--- config.mk ---
export PLATFORM = sky130hd
export DESIGN_NAME = if_stage
export DESIGN_NICKNAME = d
export VERILOG_FILES = /design/src/rtl/mips_pkg.sv /design/src/rtl/if_stage_if.sv /design/src/rtl/if_stage_if_id_reg.sv /design/src/rtl/if_stage.sv
export SDC_FILE = /design/constraint.sdc
export NUM_CORES = 1
export LEC_CHECK = 0
export CORE_ASPECT_RATIO = 0.8
export CORE_MARGIN = 2
export CORE_UTILIZATION = 46
export CTS_BUF_LIST = sky130_fd_sc_hd__clkbuf_8
export CTS_CLUSTER_SIZE = 24
export DETAILED_ROUTE_END_ITERATION = 12
export PLACE_DENSITY = 0.85
export SYNTH_ARGS = -nofsm -noshare
export SYNTH_HDL_FRONTEND = slang
export SYNTH_SLANG_ARGS = --single-unit
export TNS_END_PERCENT = 10
--- constraint.sdc ---
create_clock -name i_clk -period 2.2 [get_ports i_clk]
set_clock_uncertainty 0.2 [all_clocks]
set_input_delay 0.44 -clock i_clk [delete_from_list [all_inputs] [get_ports i_clk]]
set_output_delay 0.44 -clock i_clk [all_outputs]
set_load 0.02 [all_outputs]
--- src/rtl/mips_pkg.sv ---
// -----------------------------------------------------------------------------
// mips_pkg
// Shared definitions for the instruction-fetch stage: fetch FSM state
// encoding, the bubble instruction word and the default reset fetch address.
// -----------------------------------------------------------------------------
package mips_pkg;

    // IDLE : one cycle after reset release, no request
    // REQ  : request outstanding at the current fetch PC
    // HOLD : fetched word parked in the one-entry buffer, no request
    // DROP : request to a stale address still outstanding; its data is discarded
    typedef enum logic [1:0] {
        S_IDLE = 2'd0,
        S_REQ  = 2'd1,
        S_HOLD = 2'd2,
        S_DROP = 2'd3
    } fetch_state_t;

    localparam logic [31:0] NOP              = 32'h0000_0000;
    localparam logic [31:0] DEFAULT_RESET_PC = 32'h0000_0000;

endpackage

--- src/rtl/if_stage_if.sv ---
// -----------------------------------------------------------------------------
// if_stage_if
// Load bus from the fetch control logic into the IF/ID pipeline register.
//   stall    : hold IF/ID contents
//   load     : a fetched word is accepted this cycle
//   instr    : accepted instruction word
//   pc_plus4 : address following the accepted instruction
// master = fetch control (drives), slave = IF/ID register (receives).
// -----------------------------------------------------------------------------
interface if_stage_if;
    logic        stall;
    logic        load;
    logic [31:0] instr;
    logic [31:0] pc_plus4;

    modport master (output stall, output load, output instr, output pc_plus4);
    modport slave  (input  stall, input  load, input  instr, input  pc_plus4);
endinterface

--- src/rtl/if_stage_if_id_reg.sv ---
// -----------------------------------------------------------------------------
// if_id_reg
// IF/ID pipeline register with three behaviours:
//   stall         -> hold
//   load          -> capture {instr, pc_plus4, valid=1}
//   neither       -> bubble: instr=NOP, valid=0, pc_plus4 unchanged
// Ports: clk, rst_n (async, active-low), bus (if_stage_if.slave),
//        instr, pc_plus4, valid (registered outputs).
// -----------------------------------------------------------------------------
module if_id_reg
    import mips_pkg::*;
(
    input  logic              clk,
    input  logic              rst_n,
    if_stage_if.slave         bus,
    output logic [31:0]       instr,
    output logic [31:0]       pc_plus4,
    output logic              valid
);

    always_ff @(posedge clk or negedge rst_n) begin
        if (!rst_n) begin
            instr    <= NOP;
            pc_plus4 <= 32'h0;
            valid    <= 1'b0;
        end else if (!bus.stall) begin
            if (bus.load) begin
                instr    <= bus.instr;
                pc_plus4 <= bus.pc_plus4;
                valid    <= 1'b1;
            end else begin
                instr    <= NOP;
                valid    <= 1'b0;
            end
        end
    end

endmodule

--- src/rtl/if_stage.sv ---
// -----------------------------------------------------------------------------
// if_stage
// Instruction-fetch stage: fetch PC, imem request FSM, one-entry word buffer
// and redirect handling; feeds the IF/ID register (if_id_reg).
// Ports:
//   i_clk, i_rst_n                 clock, async active-low reset
//   i_stallF, i_stallD             hazard-unit stalls for PC and IF/ID
//   i_pc_srcD, i_pc_branchD        taken branch and its target
//   i_jumpD, i_pc_jumpD            jump and its target
//   o_imem_req, o_imem_addr        instruction memory request
//   i_imem_ack, i_imem_rdata       one-cycle data-valid pulse and word
//   o_pcF                          current fetch PC
//   o_instrD, o_pc_plus4D, o_validD  IF/ID register contents
// -----------------------------------------------------------------------------
module if_stage
    import mips_pkg::*;
#(
    parameter logic [31:0] RESET_PC = DEFAULT_RESET_PC
) (
    input  logic        i_clk,
    input  logic        i_rst_n,
    input  logic        i_stallF,
    input  logic        i_stallD,
    input  logic        i_pc_srcD,
    input  logic [31:0] i_pc_branchD,
    input  logic        i_jumpD,
    input  logic [31:0] i_pc_jumpD,
    output logic        o_imem_req,
    output logic [31:0] o_imem_addr,
    input  logic        i_imem_ack,
    input  logic [31:0] i_imem_rdata,
    output logic [31:0] o_pcF,
    output logic [31:0] o_instrD,
    output logic [31:0] o_pc_plus4D,
    output logic        o_validD
);

    fetch_state_t state;
    logic [31:0]  pc;
    logic [31:0]  word_buf;
    logic [31:0]  stale_addr;
    logic         req;

    logic         redirect;
    logic [31:0]  target;
    logic         word_avail;
    logic [31:0]  word;
    logic         accept;
    logic [31:0]  pc_plus4;

    if_stage_if ifid_bus ();

    // NOTE: every signal written here gets a default first so no latch is inferred.
    always_comb begin
        redirect   = (i_pc_srcD | i_jumpD) & ~i_stallD;
        target     = i_pc_srcD ? i_pc_branchD : i_pc_jumpD;
        word_avail = ((state == S_REQ) & i_imem_ack) | (state == S_HOLD);
        word       = (state == S_HOLD) ? word_buf : i_imem_rdata;
        accept     = word_avail & ~i_stallF & ~i_stallD & ~redirect;
        pc_plus4   = pc + 32'd4;  // wraps modulo 2^32
    end

    // NOTE: sequential state uses non-blocking assignments so every register
    // samples pre-edge values regardless of statement order.
    // NOTE: the word buffer and stale address are single registers, not a
    // memory array, so they are reset along with the rest of the state.
    always_ff @(posedge i_clk or negedge i_rst_n) begin
        if (!i_rst_n) begin
            state      <= S_IDLE;
            req        <= 1'b0;
            pc         <= RESET_PC;
            word_buf   <= NOP;
            stale_addr <= 32'h0;
        end else begin
            case (state)
                S_IDLE: begin
                    // Any ack seen here belongs to a transaction abandoned by reset.
                    if (redirect) pc <= target;
                    state <= S_REQ;
                    req   <= 1'b1;
                end
                S_REQ: begin
                    if (redirect) begin
                        pc <= target;
                        if (!i_imem_ack) begin
                            // Request stays on the bus at the old address.
                            state      <= S_DROP;
                            stale_addr <= pc;
                        end
                    end else if (i_imem_ack) begin
                        if (accept) begin
                            pc <= pc_plus4;
                        end else begin
                            word_buf <= i_imem_rdata;
                            state    <= S_HOLD;
                            req      <= 1'b0;
                        end
                    end
                end
                S_HOLD: begin
                    if (redirect) begin
                        pc       <= target;
                        word_buf <= NOP;
                        state    <= S_REQ;
                        req      <= 1'b1;
                    end else if (accept) begin
                        pc    <= pc_plus4;
                        state <= S_REQ;
                        req   <= 1'b1;
                    end
                end
                S_DROP: begin
                    // Later redirects only retarget the PC; the stale ack must
                    // still be absorbed before fetching resumes.
                    if (redirect)   pc    <= target;
                    if (i_imem_ack) state <= S_REQ;
                end
                default: begin
                    state <= S_IDLE;
                    req   <= 1'b0;
                end
            endcase
        end
    end

    assign o_imem_req  = req;
    assign o_imem_addr = (state == S_DROP) ? stale_addr : pc;
    assign o_pcF       = pc;

    assign ifid_bus.stall    = i_stallD;
    assign ifid_bus.load     = accept;
    assign ifid_bus.instr    = word;
    assign ifid_bus.pc_plus4 = pc_plus4;

    if_id_reg u_if_id_reg (
        .clk      (i_clk),
        .rst_n    (i_rst_n),
        .bus      (ifid_bus.slave),
        .instr    (o_instrD),
        .pc_plus4 (o_pc_plus4D),
        .valid    (o_validD)
    );

endmodule

After elaboration in Yosys (flattened, before gate mapping)
Cells that the tools add are included.
{"block": "totals", "input_bits": 103, "word_cells": 73, "output_inout_bits": 130, "reg_bits": 164}
{"block": "classes", "n_addsub": 1, "n_mux": 30, "eq_ne": 13, "reduce_logical": 10, "bitwise": 11}
{"cell": "$mux 32", "n": 13}
{"cell": "$pmux 32 s3", "n": 1}
{"cell": "$pmux 32 s2", "n": 1}
{"cell": "$add 32x3->32 const B", "n": 1}
{"cell": "$reduce_and 5->1", "n": 3}
{"cell": "$mux 2", "n": 7}
{"cell": "$ne 3x3->1 const B", "n": 4}
{"cell": "$ne 2x2->1 const B", "n": 5}
{"cell": "$pmux 2 s4", "n": 1}
{"cell": "$mux 1", "n": 6}
{"cell": "$and 1x1->1", "n": 5}
{"cell": "$eq 2x2->1 const B", "n": 2}
{"cell": "$not 1->1", "n": 4}
{"cell": "$reduce_and 2->1", "n": 2}
{"cell": "$pmux 1 s3", "n": 1}
{"cell": "$reduce_and 3->1", "n": 1}
{"cell": "$reduce_bool 3->1", "n": 1}
{"cell": "$eq 2x1->1 const B", "n": 1}
{"cell": "$logic_not 2->1", "n": 1}
{"cell": "$ne 2x1->1 const B", "n": 1}
{"cell": "$or 1x1->1", "n": 2}
{"cell": "$reduce_bool 2->1", "n": 1}
{"cell": "$reduce_or 2->1", "n": 1}

Depth between registers and ports, before layout
Gate-level depths: netlist of the first run.
{"block": "logic_depth", "depth_word": 10, "mapped_depth": 9, "ltp_nobuf": 7}

By module
From an unflattened synthesis of the first run, not the netlist that was laid out.
{"block": "hier_totals", "cells_unflattened": 803, "area_unflattened_um2": 8775.9}
{"mod": "if_stage", "n_inst": 1, "area_per_inst_um2": 6188.4, "seq_area_each_um2": 2477.4, "cells_per_inst": 598}
{"mod": "if_id_reg", "n_inst": 1, "area_per_inst_um2": 2587.5, "seq_area_each_um2": 1626.6, "cells_per_inst": 205}

Least setup slack after synthesis of the first run
No wires, ideal clock.
{"block": "synth_path", "path_type": "reg2out", "start": "reg state[1]", "end": "out o_imem_addr[16]", "setup_slack_ps": -103, "path_stages_with_launch": 5, "arrival_time_ps": 1663, "n_path_buf": 2, "path_cell_list": "dfrtp_1 -> ha_1 -> clkbuf_1 -> buf_1 -> mux2_2"}
{"block": "synth_between", "elab_chain_len": 2}
{"item": "start: declaration", "line_no": "if_stage.sv:38", "text": "fetch_state_t state;"}
{"item": "start signal: assignment", "line_no": "if_stage.sv:69", "text": "state <= S_IDLE;"}
{"item": "start signal: assignment", "line_no": "if_stage.sv:79", "text": "state <= S_REQ;"}
{"item": "start signal: assignment", "line_no": "if_stage.sv:87", "text": "state <= S_DROP;"}
{"item": "$eq 2x2->1", "line_no": "if_stage.sv:127", "text": "assign o_imem_addr = (state == S_DROP) ? stale_addr : pc;"}
{"item": "$mux 32", "line_no": "if_stage.sv:127"}
{"item": "end: declaration", "line_no": "if_stage.sv:29", "text": "output logic [31:0] o_imem_addr,"}
Every way passes these cells.

Final worst setup path of the first run
{"block": "layout_path", "start": "reg state[0]", "end": "out o_imem_addr[17]"}
The elaborated chain is that of the path after synthesis.

==> summary.md, run 1 <==
| Metric | Value |
|---|---|
| Status | finished, violations left |
| Failing checks | setup timing |
| Final Cycle Share | 109% |
| Reg area | 0.00412 mm² |
| Area of the multi-input gates | 0.00431 mm² |
| Clock buffer count from CTS | 17 |
| Synth Instances | 882 |
| 1st-pass router iterations | 7 |
| CTS tree | yes |
| Crit end category | primary output |
| Peak supply drop | 909 µV |
| Crit Path Max Fanout | 14 |
| DRT iter0 DRCs | 678 |
| Placed Cells | 1375 |
| Top-Level Pins | 233 |
| P&R area growth vs syn | 42.0% |
| Crit Path Class | reg2out |
| Final non-filler cell total | 1412 |
| Pre-CTS setup slack | -0.277 ns |
| Top_reg_cell synth | dfrtp_1 |
| Most frequent cells in the layout | clkdlybuf4s50_1, dfrtp_1, nand2_1, o21ai_0, buf_4 |
| Max Freq | 417 MHz |
| Area of the mapped netlist | 0.00865 mm² |
| Slew headroom | 66.5% |
| Avg WL per Cell | 18.4 µm |
| Post-synth EDFFs | 0 |
| Worst-Margin Slew | 0.502 ns |
| LEAKAGE | 5.24 nW |
| H-tree lvl count | 4 |
| Global-route wire length before repair | 41300 µm |
| Most common cell after layout, fill and taps aside | clkdlybuf4s50_1 |
| Worst Hold Class | in2reg |
| Post-DP HPWL | 18700 µm |
| Worst-path clk slew | 0.09 ns |
| TritonCTS Sinks | 164 |
| Rows | 44 |
| Max cap viols | 0 |
| Yosys cell types | 65 |
| Max-slew violation count | 0 |
| Initial antenna violation count | 3 |
| Remaining DRCs | 0 |
| PortBufs | 232 |
| GPL Wtd Cong | 0.918 |
| Pwr/cell area | 1280 mW/mm² |
| RSZ-0062 raised after global routing | true |
| Die W | 157 µm |
| Hold Fails Final Rpt | 0 |
| Worst-skew pair later-pin latency | 0.46 ns |
| Detailed-route wire length | 26000 µm |
| Share of layout cells above drive strength 1 | 24.7% |
| Post-synthesis sequential area ratio | 47.5% |
| Post-synth net total | 989 |
| FILL cells | 1392 |
| Worst setup margin | -0.196 ns |
| Vias in the first global route | 7825 |
| ANT nets after route | 0 |
| Via count | 7866 |
| WP data required | 1.56 ns |
| Via density | 5.57 |
| Nets | 1251 |
| Ys Warns | 0 |
| CP Data Arrival Time | 1.76 ns |
| Die area | 0.0199 mm² |
| Final setup fails | 45 |
| Final critical-path required period | 2.40 ns |
| Clk root buf | clkbuf_8 |
| Largest net degree at the start of global routing | 68 |
| Residual overflow from global routing | 0 |
| Design Power | 0.0157 W |
| Ys async rst share | 100% |
| Tot GR Track Use | 26.5% |
| Chip height | 127 µm |
| Clock Path Buffers | 2 |
| Initial Util | 47.3% |
| Register bit total from synthesis | 164 |
| Core box area | 0.0183 mm² |
| Mean Syn Cell Area | 9.81 µm² |
| CP Launch Type | flop |
-- layer usage --
metal | part of all wire (%) | up-vias | GRT usage [%] | wire, µm
li1 | - | 3635 | - | -
met1 | 43 | 3836 | 35.9 | 11100
met2 | 46 | 343 | 41.5 | 12000
met3 | 7.8 | 52 | 6.12 | 2040
met4 | 2.9 | 0 | 10.2 | 757
met5 | 0 | - | 0 | 0
-- worst paths after layout --
kind / startpoint / end / slack, ns / cells after the start
max in group asynchronous: i_rst_n / word_buf[26] / 0.90 / 3
min in group asynchronous: i_rst_n / o_pcF[17] / 0.30 / 2
worst max-delay path: state[0] / o_imem_addr[17] / -0.20 / 4
worst max register to register: state[0] / o_pcF[30] / -0.11 / 10
worst min register to register: u_if_id_reg.pc_plus4[31] / u_if_id_reg.pc_plus4[31] / 0.29 / 2
worst min-delay path: i_stallD / u_if_id_reg.instr[5] / 0.28 / 4
-- final cells by class --
type                            count  share of cell area, %
Antenna cell                        3                 0.0611
Clock buffer                       17                   1.90
Clock inverter                     14                   1.15
Inverter                            6                  0.183
Multi-Input combinational cell    631                   35.1
Sequential cell                   164                   33.5
Tap cell                          253                   2.58
Timing Repair Buffer              324                   25.5
-- stage by stage --
step | hold slack [ns] | area (µm²) | setup TNS [ns] | util, %
after floorplan | -0.0556 | 8650 | -0.277 | -
after global routing | 0.310 | 12300 | -11.02 | 67.2
after global placement | 0.224 | 11800 | -21.40 | 64.5
final | 0.276 | 12300 | -5.12 | 67.2
after CTS | 0.287 | 12100 | -5.74 | 66.2
after detailed placement | 0.223 | 11800 | -29.92 | 64.5
-- worst max-delay path: stages (launching register included) --
cell     delay [ns]
dfrtp_1        0.40
ha_4           0.20
buf_12         0.17
mux2_2         0.36
buf_2          0.16
-- timing repair --
| action | CTS | global route |
|---|---|---|
| setup endpoints to repair | 77 | 133 |
| hold endpoints to repair | 41 | 0 |
| gates resized for setup | 194 | 62 |
| setup buffers | 0 | 2 |
| hold buffers | 1 | 0 |
| pin swaps | 3 | 7 |
-- kinds of logic after synthesis --
group           count (synthesis)  share of synthesized area, %
buf+inv                        87                          4.92
mux                            85                          11.0
flops                         164                          47.5
xor+xnor                       29                          2.94
fa+ha+maj                       4                         0.579
simple gates                  271                          16.4
compound gates                242                          16.8
-- synth_stat cells, drive strengths merged (8+ instances only) --
cell	n	area, µm²
a21boi	32	240
a21oi	38	190
and3	8	50.1
buf	34	213
clkbuf	47	190
dfrtp	164	4100
mux2	77	867
mux2i	8	80.1
nand2	98	368
nand2b	33	206
nand3	44	230
nand4	12	105
nor2	38	150
nor3	10	71.3
o21ai	115	579
o22ai	12	75.1
xnor2	12	105
xor2	17	149
-- power by group --
| part | internal [W] | switching, W |
|---|---|---|
| logic | 0.00401 | 0.00438 |
| registers | 0.00417 | 0.000993 |
| clock network | 0.000930 | 0.00124 |
-- sequential cells by signal, indices dropped and copies added (netlist names) --
register,count
stale_addr,32
u_if_id_reg.pc_plus4,32
o_imem_req,1
o_pcF,32
word_buf,32
state,2
u_if_id_reg.instr,32
u_if_id_reg.valid,1
Power figures use the tool's default switching activity.
==> inputs of run 2 (changes only) <==
Settings changed: CORE_MARGIN 2 to not set, CTS_CLUSTER_DIAMETER set to 40, SKIP_LAST_GASP set to 1.
==> run 2 against run 1 <==
  * The run still ends with setup timing left
  * Global-route usage rose by 0.64 points
  * Highest routed layer unchanged
  * Die area fell by 2.8%
  * Register-to-register slack got worse by 0.11 ns
  * Critical endpoint is now o_imem_addr[5]
  * Sequential cell count did not move
  * Core utilization rose by 1.3 points
  * Non-clock buffer count rose by 3
  * Fmax fell by 1.9%
==> summary.md, run 2 (synthesis gave the netlist of run 1 again) <==
| Metric | Value |
|---|---|
| Status | finished, violations left |
| Failing checks | setup timing |
| Crit Path Max Fanout | 6 (-8) |
| Remaining DRCs | 0 (unchanged) |
| Reg area | 0.00410 mm² (-0.27%) |
| Chip height | 125 µm (-1.6%) |
| TritonCTS Sinks | 164 (unchanged) |
| Max cap viols | 0 (unchanged) |
| Die area | 0.0194 mm² (-2.8%) |
| P&R area growth vs syn | 44.8% |
| Clk root buf | clkbuf_8 |
| Worst Hold Class | in2reg |
| Final Cycle Share | 111% (+2.1 points) |
| Pwr/cell area | 1350 mW/mm² (+5.5%) |
| Avg WL per Cell | 18.9 µm (+2.7%) |
| Worst-Margin Slew | 0.444 ns (-0.0588 ns) |
| WP data required | 1.56 ns (about the same) |
| GPL Wtd Cong | 0.918 (about the same) |
| R2R setup slack | -0.22 ns (-0.11 ns) |
| Setup_tns | -18.31 ns (-13.19 ns) |
| Share of layout cells above drive strength 1 | 23.1% (-1.6 points) |
| Hold Fails Final Rpt | 0 (unchanged) |
| Detailed-route wire length | 26700 µm (+2.9%) |
| Worst-path clk slew | 0.09 ns (about the same) |
| Initial antenna violation count | 1 (-2) |
| Die W | 155 µm (-1.3%) |
| Core box area | 0.0183 mm² (unchanged) |
| LEAKAGE | 5.32 nW (+1.5%) |
| ANT nets after route | 0 (unchanged) |
| Min-Delay Endpoint | u_if_id_reg.instr[6] |
| CP Data Arrival Time | 1.80 ns (+0.04 ns) |
| Global-route wire length before repair | 40800 µm (-1.2%) |
| Critical hold path startpoint | i_stallD |
| Rows | 44 (unchanged) |
| Post-Layout Inst Area | 0.0125 mm² (+2.0%) |
| Final setup fails | 152 (+240%) |
| PortBufs | 232 (unchanged) |
| Via density | 5.66 (+1.5%) |
| Most common cell after layout, fill and taps aside | clkdlybuf4s50_1 |
| Residual overflow from global routing | 0 (unchanged) |
| Top-Level Pins | 233 (unchanged) |
| Max Freq | 409 MHz (-1.9%) |
| Worst setup margin | -0.243 ns (-0.0472 ns) |
| Area of the multi-input gates | 0.00428 mm² (-0.73%) |
| CTS tree | yes |
| Tot GR Track Use | 27.1% (+0.64 points) |
| Reg2reg path depth | 9 (-1) |
| Via count | 7997 (+1.7%) |
| 1st-pass router iterations | 5 (-2) |
| Post-DP HPWL | 18100 µm (-3.2%) |
| Crit end category | primary output |
| DRT iter0 DRCs | 680 (+0.29%) |
| Crit Path Class | reg2out |
| Initial Util | 47.3% (unchanged) |
| Hold Path Depth | 4 (unchanged) |
| FILL cells | 1346 (-3.3%) |
| CP Launch Type | flop |
| Worst reg2reg endpoint | u_if_id_reg.pc_plus4[8] |
| Max-slew violation count | 0 (unchanged) |
| Clock Path Buffers | 2 (unchanged) |
| Vias in the first global route | 7732 (-1.2%) |
| Cell Area, Placed | 0.0117 mm² (-0.55%) |
| Clock buffer count from CTS | 17 (unchanged) |
| Nets | 1254 (+0.24%) |
| Largest net degree at the start of global routing | 67 (-1.5%) |
| Peak supply drop | 996 µV (+9.6%) |
| Worst r2r src | state[0] |
| Slew headroom | 70.4% (+3.9 points) |
| Worst-skew pair later-pin latency | 0.47 ns (about the same) |
| H-tree lvl count | 4 (unchanged) |
| Most frequent cells in the layout | clkdlybuf4s50_1, dfrtp_1, o21ai_0, nand2_1, buf_4 |
| Final critical-path required period | 2.44 ns (+0.0472 ns) |
| RSZ-0062 raised after global routing | true |
[run 2: cell count changes in the layout (fill, tap and decap cells not counted), sizes merged, moves of 2 or more]
cell / change
clkinv: -2
clkdlybuf4s50: +32
clkbuf: +4
bufinv: +2
dlygate4sd2: -29
diode: -2
dlymetal6s2s: -3
[run 2: where the power goes]
part | switching, W | total [W] | internal [W]
clock | 0.00127 | 0.00244 | 0.00117
combinational | 0.00460 | 0.00934 | 0.00474
sequential | 0.000983 | 0.00513 | 0.00415
[run 2: area by class of cell]
class / instances / share of cell area (%)
antenna: 1 / 0.0200
clock buffer: 17 / 1.87
clock inverter: 15 / 1.61
inverter: 6 / 0.180
multi-input combinational: 631 / 34.2
sequential: 164 / 32.8
tap: 253 / 2.53
timing repair buffer: 327 / 26.8
[run 2: worst max-delay path by stage]
stage | to | slack [ns] | cells past startpoint | startpoint
2_1_floorplan | o_imem_addr[26] | -0.06 | 4 | state[1]
3_3_place_gp | u_if_id_reg.pc_plus4[23] | -0.18 | 6 | i_jumpD
3_5_place_dp | u_if_id_reg.pc_plus4[26] | -0.24 | 6 | i_imem_ack
4_1_cts | o_imem_addr[13] | -0.29 | 5 | state[0]
5_1_grt | o_imem_addr[5] | -0.31 | 4 | state[0]
6_report | o_imem_addr[5] | -0.24 | 4 | state[1]
[run 2: stage by stage]
stage	hold WS (ns)	power [W]	setup WS (ns)	std cells	utilization, %
4_1_cts	0.204	0.0163	-0.289	1409	67.2
3_3_place_gp	0.178	0.0133	-0.178	1368	64.1
6_report	0.224	0.0169	-0.243	1414	68.5
5_1_grt	0.250	0.0178	-0.312	1414	68.5
2_1_floorplan	-0.0556	0.00963	-0.0554	882	-
3_5_place_dp	0.181	0.0135	-0.238	1368	64.1
[run 2: metal layers]
layer  vias to the layer above  global-route usage, %  part of all wire [%]
li1                       3652                      -                     -
met1                      3878                   35.8                    42
met2                       418                   42.5                    46
met3                        49                   7.83                   9.8
met4                         0                   9.63                   2.3
met5                         -                      0                     0
[run 2: worst max-delay path, cell delays in order, from the launching register on]
cell and delay, ns:
dfrtp_1 0.41, ha_4 0.28, buf_12 0.16, mux2_2 0.35, buf_6 0.14
[run 2: what timing repair did]
action	CTS	global route
gates resized for setup	162	73
endpoints found under the setup margin	163	227
endpoints found under the hold margin	35	0
pin swaps	1	2
gates cloned	2	5
setup buffers	6	2
hold buffers	1	0
==> inputs of run 3 (changes only) <==
Settings changed: MAX_ROUTING_LAYER set to met4.
==> run 3 against run 2 <==
  * The flow still finishes with violations (setup timing)
  * Largest power group unchanged
  * Final cell count up 1.1%
  * Via count rose by 2.0%
  * Global-route usage increased by 1.2 points
  * Clock power is 3% lower
  * Sequential share of layout area down 0.21 points
  * Register-to-register slack better by 0.02 ns
  * Power fell by 1.4%
  * Fmax shrank 0.93%
  * Count of clock-buffer cells in the layout grew 1
==> summary.md, run 3 (synthesis gave the netlist of run 1 again) <==
| Metric | Value |
|---|---|
| Pre-CTS setup slack | -0.253 ns (-0.0154 ns) |
| Final critical-path required period | 2.47 ns (+0.0228 ns) |
| TritonCTS Sinks | 164 (unchanged) |
| Max cap viols | 0 (unchanged) |
| Crit Path Class | reg2out |
| Most common cell after layout, fill and taps aside | clkdlybuf4s50_1 |
| Die area | 0.0194 mm² (unchanged) |
| Peak supply drop | 1080 µV (+8.1%) |
| Worst-path clk slew | 0.09 ns (about the same) |
| Detailed-route wire length | 27900 µm (+4.5%) |
| Internal power | 0.00987 W (-2.0%) |
| CP Data Arrival Time | 1.83 ns (+0.03 ns) |
| Worst-Margin Slew | 0.462 ns (+0.0180 ns) |
| Chip height | 125 µm (unchanged) |
| Largest net degree at the start of global routing | 67 (unchanged) |
| RSZ-0062 raised after global routing | true |
| Max-slew violation count | 0 (unchanged) |
| Most frequent cells in the layout | clkdlybuf4s50_1, dfrtp_1, o21ai_0, nand2_1, buf_4 |
| Critical-path cell list | ha_4 > buf_12 > buf_6 > mux2_4 > buf_6 |
| Worst-skew pair later-pin latency | 0.46 ns (about the same) |
| Nets | 1270 (+1.3%) |
| Clk root buf | clkbuf_8 |
| Avg WL per Cell | 19.5 µm (+3.4%) |
| Comb pwr share | 55.2% (about the same) |
| Pwr/cell area | 1320 mW/mm² (-2.0%) |
| FILL cells | 1346 (unchanged) |
| LEAKAGE | 5.36 nW (+0.68%) |
| Clock buffer count from CTS | 17 (unchanged) |
| Global-route wire length before repair | 41500 µm (+1.7%) |
| Top cell family by delay on the critical path | flip-flops |
| Clock Path Buffers | 2 (unchanged) |
| Share of layout cells above drive strength 1 | 25.0% (+1.9 points) |
| H-tree lvl count | 4 (unchanged) |
| P&R area growth vs syn | 45.8% |
| Via count | 8156 (+2.0%) |
| Final Core Density | 69.0% (+0.44 points) |
| Initial antenna violation count | 1 (unchanged) |
| Top-Level Pins | 233 (unchanged) |
| Sequential fraction of design power | 30.6% (+0.2 points) |
| 1st-pass router iterations | 5 (unchanged) |
| Tot GR Track Use | 28.3% (+1.2 points) |
| DRT iter0 DRCs | 704 (+3.5%) |
| Die W | 155 µm (unchanged) |
| Vias in the first global route | 7961 (+3.0%) |
| Slew headroom | 69.2% (-1.2 points) |
| PortBufs | 232 (unchanged) |
| Net Sw Frac | 40.8% (+0.36 points) |
| Worst Hold Class | in2async |
| Max incr delay on CP | 0.43 ns (+0.02 ns) |
| CP bufs+invs | 3 (+1) |
| Core box area | 0.0183 mm² (unchanged) |
| Post-DP HPWL | 18400 µm (+1.9%) |
| Max stage delay cell, worst path | dfrtp_1 |
| Rows | 44 (unchanged) |
| CP dominant cell by count | buf_6 |
| Final setup fails | 181 (+19%) |
| Crit Path Max Fanout | 8 (+2) |
| Max Freq | 406 MHz (-0.93%) |
| Worst setup margin | -0.266 ns (-0.0228 ns) |
| Final Cycle Share | 112% (+1.0 points) |
| Failing checks | setup timing |
| Via density | 5.70 (+0.85%) |
| ANT nets after route | 0 (unchanged) |
| CTS tree | yes |
| Design Power | 0.0167 W (-1.4%) |
| Remaining DRCs | 0 (unchanged) |
| Residual overflow from global routing | 0 (unchanged) |
| Clk pwr share | 14.2% (-0.2 points) |
| Crit end category | primary output |
| CP Launch Type | flop |
| Initial Util | 47.3% (unchanged) |
| P_sw | 0.00681 W (-0.51%) |
| Status | finished, violations left |
| Hold Fails Final Rpt | 0 (unchanged) |
| WP data required | 1.56 ns (about the same) |
| GPL Wtd Cong | 0.929 (+1.3%) |
run 3: metrics by stage:
step,hold slack [ns],TNS [ns],area [µm²],cells
5_1_grt,0.280,-34.93,12600,1430
4_1_cts,0.263,-29.12,12200,1410
6_report,0.272,-20.08,12600,1430
3_5_place_dp,0.196,-27.89,11700,1372
2_1_floorplan,-0.0556,-0.277,8650,882
3_3_place_gp,0.191,-20.72,11700,1372
run 3: power by group through the flow:
| stage | clock, W | combinational, W | sequential, W |
|---|---|---|---|
| after global placement | 0 | 0.00831 | 0.00504 |
| after global routing | 0.00254 | 0.00974 | 0.00525 |
| after detailed placement | 0 | 0.00850 | 0.00510 |
| after floorplan | 0 | 0.00410 | 0.00553 |
| final | 0.00237 | 0.00921 | 0.00510 |
| after CTS | 0.00240 | 0.00860 | 0.00506 |
run 3: worst register-to-register path: cells and delay by family (launching register included):
kind                       cells  cell delay, ns
adders and majority gates      1            0.16
DFF                            1            0.43
AOI/OAI and AO/OA              2            0.14
and+or+nand+nor                2            0.67
buffers and inverters          5            0.69
run 3: per-layer routing:
layer / vias to the layer above / track usage, % / wire, µm
li1: 3674 / - / -
met2: 425 / 41.7 / 12700
met4: 0 / 10.8 / 932
met1: 3972 / 37.6 / 11900
met3: 85 / 7.20 / 2460
met5: - / - / 0
run 3: path summary, 6_finish.rpt:
| kind | start | end | slack (ns) | cells past startpoint |
|---|---|---|---|---|
| worst min-delay path | i_rst_n | stale_addr[17] | 0.27 | 2 |
| worst max-delay path | state[0] | o_imem_addr[25] | -0.27 | 5 |
| min in group i_clk | u_if_id_reg.pc_plus4[29] | u_if_id_reg.pc_plus4[29] | 0.29 | 2 |
| worst max register to register | state[0] | u_if_id_reg.pc_plus4[27] | -0.20 | 10 |
| worst min register to register | u_if_id_reg.pc_plus4[29] | u_if_id_reg.pc_plus4[29] | 0.29 | 2 |
| max in group asynchronous | i_rst_n | stale_addr[31] | 0.89 | 3 |
run 3: final cells by class:
cell class	instances	area [µm²]	share of cell area, %
multi-input combinational	631	4310	34.2
sequential	164	4100	32.6
timing repair buffer	343	3420	27.2
tap	253	317	2.51
clock buffer	18	248	1.97
clock inverter	14	176	1.40
inverter	6	27.5	0.218
antenna	1	2.50	0.0199
run 3: repair_timing:
item	CTS	global route
gates resized for setup	134	89
gates cloned	2	6
hold buffers	1	0
endpoints found under the hold margin	36	0
pin swaps	1	6
setup endpoints to repair	149	226
setup buffers	3	16
